File: src/rtl/lcv_mul_acc_pipe.sv
// Pipelined signed multiply-accumulate unit: input register, DSP product register and a
// persistent accumulator/output register, with optional saturation and valid/ready flow control.
module lcv_mul_acc_pipe #(
    parameter int A_WIDTH   = 16,
    parameter int B_WIDTH   = 16,
    parameter int ACC_WIDTH = 40,
    parameter bit SATURATE  = 1'b1
) (
    input  logic                        clk,
    input  logic                        rst,
    input  logic                        in_valid,
    output logic                        in_ready,
    input  logic signed [A_WIDTH-1:0]   in_a,
    input  logic signed [B_WIDTH-1:0]   in_b,
    input  logic signed [ACC_WIDTH-1:0] in_c,
    input  logic [1:0]                  in_op,
    input  logic                        in_last,
    output logic                        out_valid,
    input  logic                        out_ready,
    output logic signed [ACC_WIDTH-1:0] out_data,
    output logic                        out_sat,
    output logic                        out_last
);

    localparam int PW   = A_WIDTH + B_WIDTH;
    localparam int EW   = ACC_WIDTH + 2;
    localparam int TOPW = EW - ACC_WIDTH + 1;

    localparam logic signed [ACC_WIDTH-1:0] ACC_MAX = {1'b0, {(ACC_WIDTH-1){1'b1}}};
    localparam logic signed [ACC_WIDTH-1:0] ACC_MIN = {1'b1, {(ACC_WIDTH-1){1'b0}}};

    typedef enum logic [1:0] {
        OP_LOAD = 2'd0,
        OP_ACC  = 2'd1,
        OP_SUB  = 2'd2,
        OP_ADD  = 2'd3
    } op_e;

    generate
        if (ACC_WIDTH < PW + 1) begin : g_width_check
            $error("lcv_mul_acc_pipe: ACC_WIDTH must be >= A_WIDTH+B_WIDTH+1");
        end
    endgenerate

    logic en;

    logic                        v0_q;
    logic signed [A_WIDTH-1:0]   a0_q;
    logic signed [B_WIDTH-1:0]   b0_q;
    logic signed [ACC_WIDTH-1:0] c0_q;
    op_e                         op0_q;
    logic                        last0_q;

    logic                        v1_q;
    logic signed [EW-1:0]        p1_q;
    logic signed [EW-1:0]        p1_d;
    logic signed [ACC_WIDTH-1:0] c1_q;
    op_e                         op1_q;
    logic                        last1_q;

    logic signed [ACC_WIDTH-1:0] acc_q;
    logic signed [ACC_WIDTH-1:0] acc_d;
    logic                        sat_q;
    logic                        sat_d;
    logic                        last_q;
    logic                        ovalid_q;

    logic signed [PW-1:0]        aExt;
    logic signed [PW-1:0]        bExt;
    (* use_dsp = "yes" *) logic signed [PW-1:0] prod;
    logic signed [EW-1:0]        accExt;
    logic signed [EW-1:0]        cExt;
    logic signed [EW-1:0]        rSum;
    logic [TOPW-1:0]             topBits;
    logic                        ovf;

    // A stalled output register freezes the whole pipe, so nothing is lost or duplicated.
    assign en       = !(ovalid_q && !out_ready);
    assign in_ready = en;

    always_ff @(posedge clk or posedge rst) begin
        if (rst) begin
            v0_q <= 1'b0;
            v1_q <= 1'b0;
        end else if (en) begin
            v0_q <= in_valid && in_ready;
            v1_q <= v0_q;
        end
    end

    always_ff @(posedge clk) begin
        if (en) begin
            a0_q    <= in_a;
            b0_q    <= in_b;
            c0_q    <= in_c;
            op0_q   <= op_e'(in_op);
            last0_q <= in_last;
            p1_q    <= p1_d;
            c1_q    <= c0_q;
            op1_q   <= op0_q;
            last1_q <= last0_q;
        end
    end

    // Full-width signed product, sign-extended to the accumulation width.
    assign aExt = {{B_WIDTH{a0_q[A_WIDTH-1]}}, a0_q};
    assign bExt = {{A_WIDTH{b0_q[B_WIDTH-1]}}, b0_q};
    assign prod = aExt * bExt;
    assign p1_d = {{(EW-PW){prod[PW-1]}}, prod};

    always_comb begin
        accExt = {{(EW-ACC_WIDTH){acc_q[ACC_WIDTH-1]}}, acc_q};
        cExt   = {{(EW-ACC_WIDTH){c1_q[ACC_WIDTH-1]}}, c1_q};
        rSum   = cExt;
        case (op1_q)
            OP_LOAD: rSum = p1_q + cExt;
            OP_ACC:  rSum = accExt + p1_q + cExt;
            OP_SUB:  rSum = accExt - p1_q + cExt;
            OP_ADD:  rSum = accExt + cExt;
            default: rSum = cExt;
        endcase
    end

    // The sum is in range only when its top bits are all copies of the sign.
    always_comb begin
        topBits = rSum[EW-1:ACC_WIDTH-1];
        ovf     = !((topBits == '0) || (topBits == '1));
        acc_d   = rSum[ACC_WIDTH-1:0];
        sat_d   = ovf;
        if (ovf && SATURATE) begin
            acc_d = rSum[EW-1] ? ACC_MIN : ACC_MAX;
        end
    end

    always_ff @(posedge clk or posedge rst) begin
        if (rst) begin
            acc_q    <= '0;
            sat_q    <= 1'b0;
            last_q   <= 1'b0;
            ovalid_q <= 1'b0;
        end else if (en) begin
            if (v1_q) begin
                acc_q    <= acc_d;
                sat_q    <= sat_d;
                last_q   <= last1_q;
                ovalid_q <= 1'b1;
            end else begin
                ovalid_q <= 1'b0;
            end
        end
    end

    assign out_valid = ovalid_q;
    assign out_data  = acc_q;
    assign out_sat   = sat_q;
    assign out_last  = last_q;

endmodule

File: config.mk
export PLATFORM = sky130hd
export DESIGN_NAME = lcv_mul_acc_pipe
export DESIGN_NICKNAME = d
export VERILOG_FILES = /design/src/rtl/lcv_mul_acc_pipe.sv
export SDC_FILE = /design/constraint.sdc
export NUM_CORES = 2
export LEC_CHECK = 0
export CORE_UTILIZATION = 45
export CTS_BUF_LIST = sky130_fd_sc_hd__clkbuf_8
export DETAILED_ROUTE_END_ITERATION = 12
export DONT_BUFFER_PORTS = 1
export HOLD_SLACK_MARGIN = 0.06
export PLACE_DENSITY_LB_ADDON = 0.08
export SLEW_MARGIN = 20
export SYNTH_ARGS = -nofsm -noshare
export SYNTH_HDL_FRONTEND = slang
export SYNTH_SLANG_ARGS = --single-unit
File: constraint.sdc
create_clock -name clk -period 6.7 [get_ports clk]
set_input_delay 1.34 -clock clk [delete_from_list [all_inputs] [get_ports clk]]
set_output_delay 1.34 -clock clk [all_outputs]
set_load 0.01 [all_outputs]
==> results.toml <==
[clock_network]
clkLatencyLatePin_ns = 0.60
clockBufferDepth = 2
cts_hold_buf = 0
htreeDepth = 4
clock_sinks = 195
cts_tree = "done"
cts.clk_slew.worst_paths_ns = 0.14
cts_root_buffer = "clkbuf_8"
cts-buffers-inserted = 17

[sta]
slew_violations = 0
setup_viol = 0
min_period_ns = 6.35
timing.fmax_mhz = 157
fin_crit_sh_pct = 94.8
hold_viol_final = 0
grt_setup_unrepaired = "false"
tightest_slew_ns = 0.987
maxSlewHeadroom_pct = 34.0
fin_setup_tns_ns = 0
clock_skew_ns = 0.0312

[route]
wl_per_cell_um = 21.6
vias = 20900
drt_wl_total_um = 80300
drtPass1Iterations = 5
routed_via_density = 5.61
postRouteAntennaNets = 0
drt_iter0_markers = 1392
route.detailed.drc = 0

[grt]
grt_use_total_pct = 26.1
grt_first_pass_wirelength_um = 125000
grt_overflow = 0
antenna_found_initial = 5
first_global_vias = 21700
grt_max_degree = 68

[run_status]
status = "finished clean"

[logic_synthesis]
synth_area_per_cell_um2 = 9.43
synth-edff-count = 150
ys_seq_area_share_pct = 20.3
synth.area.top_cells = "fa_1 (25%), edfxtp_1 (16%), ha_1 (11%)"
synth_ff_type = "edfxtp_1"
async_flop_share_pct = 23.1
syn_inst = 2942
ys_warn_count = 0
synth_top_cell_by_area = "fa_1"
synth.top_cell.area_share_pct = 24.9
ys_ff_latch = 195
ys_types = 83
syn-num-nets = 3610
syn-cell-area_um2 = 27700

[setup_path]
worstPathRequired_ns = 7.06
critPathCaptureType = "flop"
crit_type = "reg2reg"
arrival_ns = 6.71
startpoint_type = "flop"
crit_path_max_fanout = 11

[flow_run]
cap_violations = 0

[placed_design]
dp_hpwl_um = 66300
io_buffers = 0
dp_cells = 3688
placed_area_um2 = 28800
globalplace.congestion = 0.952

[cells_and_area]
syn2layout_area_growth_pct = 5.47
drive_above_1_share_pct = 4.79
nNetsFinal = 3596
final_core_util_pct = 48.3
fin_cells = 3726
fin_area_um2 = 29200

[min_path]
hp-class = "reg2reg"

[die]
num_rows = 90
io_pins = 123
die_w_um = 250
die-area_um2 = 62600
die_y_um = 250
start_util_pct = 45.8
coreArea_um2 = 60600
## worst max-delay path, stage by stage, from the launching register on
cell and delay, ns:
edfxtp_1 0.56, and2_1 0.24, fa_1 0.53, inv_1 0.05, fa_1 0.48, fa_1 0.52, fa_1 0.56, inv_1 0.05
fa_1 0.49, fa_1 0.42, ha_1 0.36, a21o_1 0.18, a21o_1 0.18, a21oi_1 0.28, o311a_1 0.26, o21ai_1 0.14
and2_1 0.23, a41o_1 0.25, o21ai_0 0.14, nand2_1 0.08, xor2_1 0.14
## cells in the final DEF, fill, tap and decap left out, types with 6 or more instances in the layout
master / n
clkinv_8: 8
or3_1: 11
o221ai_1: 41
clkbuf_8: 17
a211oi_1: 26
and3_1: 26
buf_4: 46
and4_1: 7
a221oi_1: 8
o21bai_1: 22
a221o_1: 6
a211o_1: 6
a31o_2: 7
o21a_1: 12
or2_2: 7
and2_1: 137
edfxtp_1: 150
nand4_1: 22
inv_1: 554
dfrtp_1: 45
nand3_1: 28
o311ai_2: 6
a21oi_1: 169
xnor2_1: 101
mux2i_1: 9
nand2_1: 270
o21ai_0: 99
a31oi_1: 21
mux4_2: 22
nor2b_1: 15
nor3_1: 19
o31ai_1: 10
o22ai_1: 7
xor2_1: 65
ha_1: 244
nand2b_1: 25
fa_1: 344
o211ai_1: 32
nor2_1: 106
a21o_1: 93
## cell families after synthesis
family	share of synthesized area (%)
mux	2.23
xor+xnor	5.24
flops	20.3
simple gates	12.2
compound gates	15.4
fa+ha+maj	35.9
buf+inv	8.68
## worst paths after layout
path / startpoint / endpoint / slack, ns / depth (start not counted)
worst max-delay path: b0_q[4]$_DFFE_PN_ / p1_q[24]$_DFFE_PN_ / 0.35 / 20
min in group asynchronous: rst / out_data[1]$_DFFE_PP0P_ / 0.67 / 1
worst max register to register: b0_q[4]$_DFFE_PN_ / p1_q[24]$_DFFE_PN_ / 0.35 / 20
worst min register to register: c0_q[15]$_DFFE_PN_ / c1_q[15]$_DFFE_PN_ / 0.42 / 0
worst min-delay path: c0_q[15]$_DFFE_PN_ / c1_q[15]$_DFFE_PN_ / 0.42 / 0
max in group asynchronous: rst / out_data[29]$_DFFE_PP0P_ / 5.13 / 2
## routing by layer
metal	up-vias	GRT usage, %	wire length [um]
met5	-	0	54
met4	8	8.52	2470
met3	106	3.92	3430
met2	534	44.8	38900
met1	10400	33.7	35500
li1	9805	-	-
## area by class of cell
| cell class | count | area [um2] |
|---|---|---|
| well taps | 782 | 978 |
| multi-input cells | 2110 | 19700 |
| inverters | 556 | 2090 |
| clock buffers | 17 | 234 |
| fillers | 5805 | 31300 |
| clock inverters | 15 | 216 |
| flip-flops and latches | 195 | 5630 |
| repair buffers | 48 | 385 |
| diodes | 3 | 7.51 |
## cell usage after synthesis (26+ instances only)
library cell,count
a21oi_1,169
ha_1,244
nand2b_1,26
o221ai_1,41
a21o_1,93
xnor2_1,101
o211ai_1,32
and3_1,26
clkbuf_1,67
o21ai_0,100
nor2_1,106
a211oi_1,26
xor2_1,65
nand2_1,270
dfrtp_1,45
edfxtp_1,150
nand3_1,29
inv_1,555
fa_1,345
and2_1,138
## sequential cells by signal, indices dropped and copies added (netlist names)
| signal | cells |
|---|---|
| v0_q | 1 |
| a0_q | 16 |
| c1_q | 40 |
| last1_q | 1 |
| op0_q | 2 |
| v1_q | 1 |
| c0_q | 40 |
| out_valid | 1 |
| out_sat | 1 |
| b0_q | 16 |
| out_last | 1 |
| op1_q | 2 |
| last0_q | 1 |
| p1_q | 32 |
| out_data | 40 |
## through the flow
stage / setup WS, ns / hold WS [ns]
floorplan: 0.650 / 0.400
global placement: 0.270 / 0.401
detailed placement: 0.157 / 0.405
CTS: 0.149 / 0.420
global route: 0.0202 / 0.439
finish: 0.349 / 0.416
## timing repair
item | in CTS | in global routing
gates resized for setup | 0 | 2
endpoints found under the setup margin | 0 | 3
buffers inserted | 0 | 3
endpoints found under the hold margin | 0 | 0
Power is not shown: default switching activity piles up to over one toggle a cycle in this logic, so the estimate is an artifact.
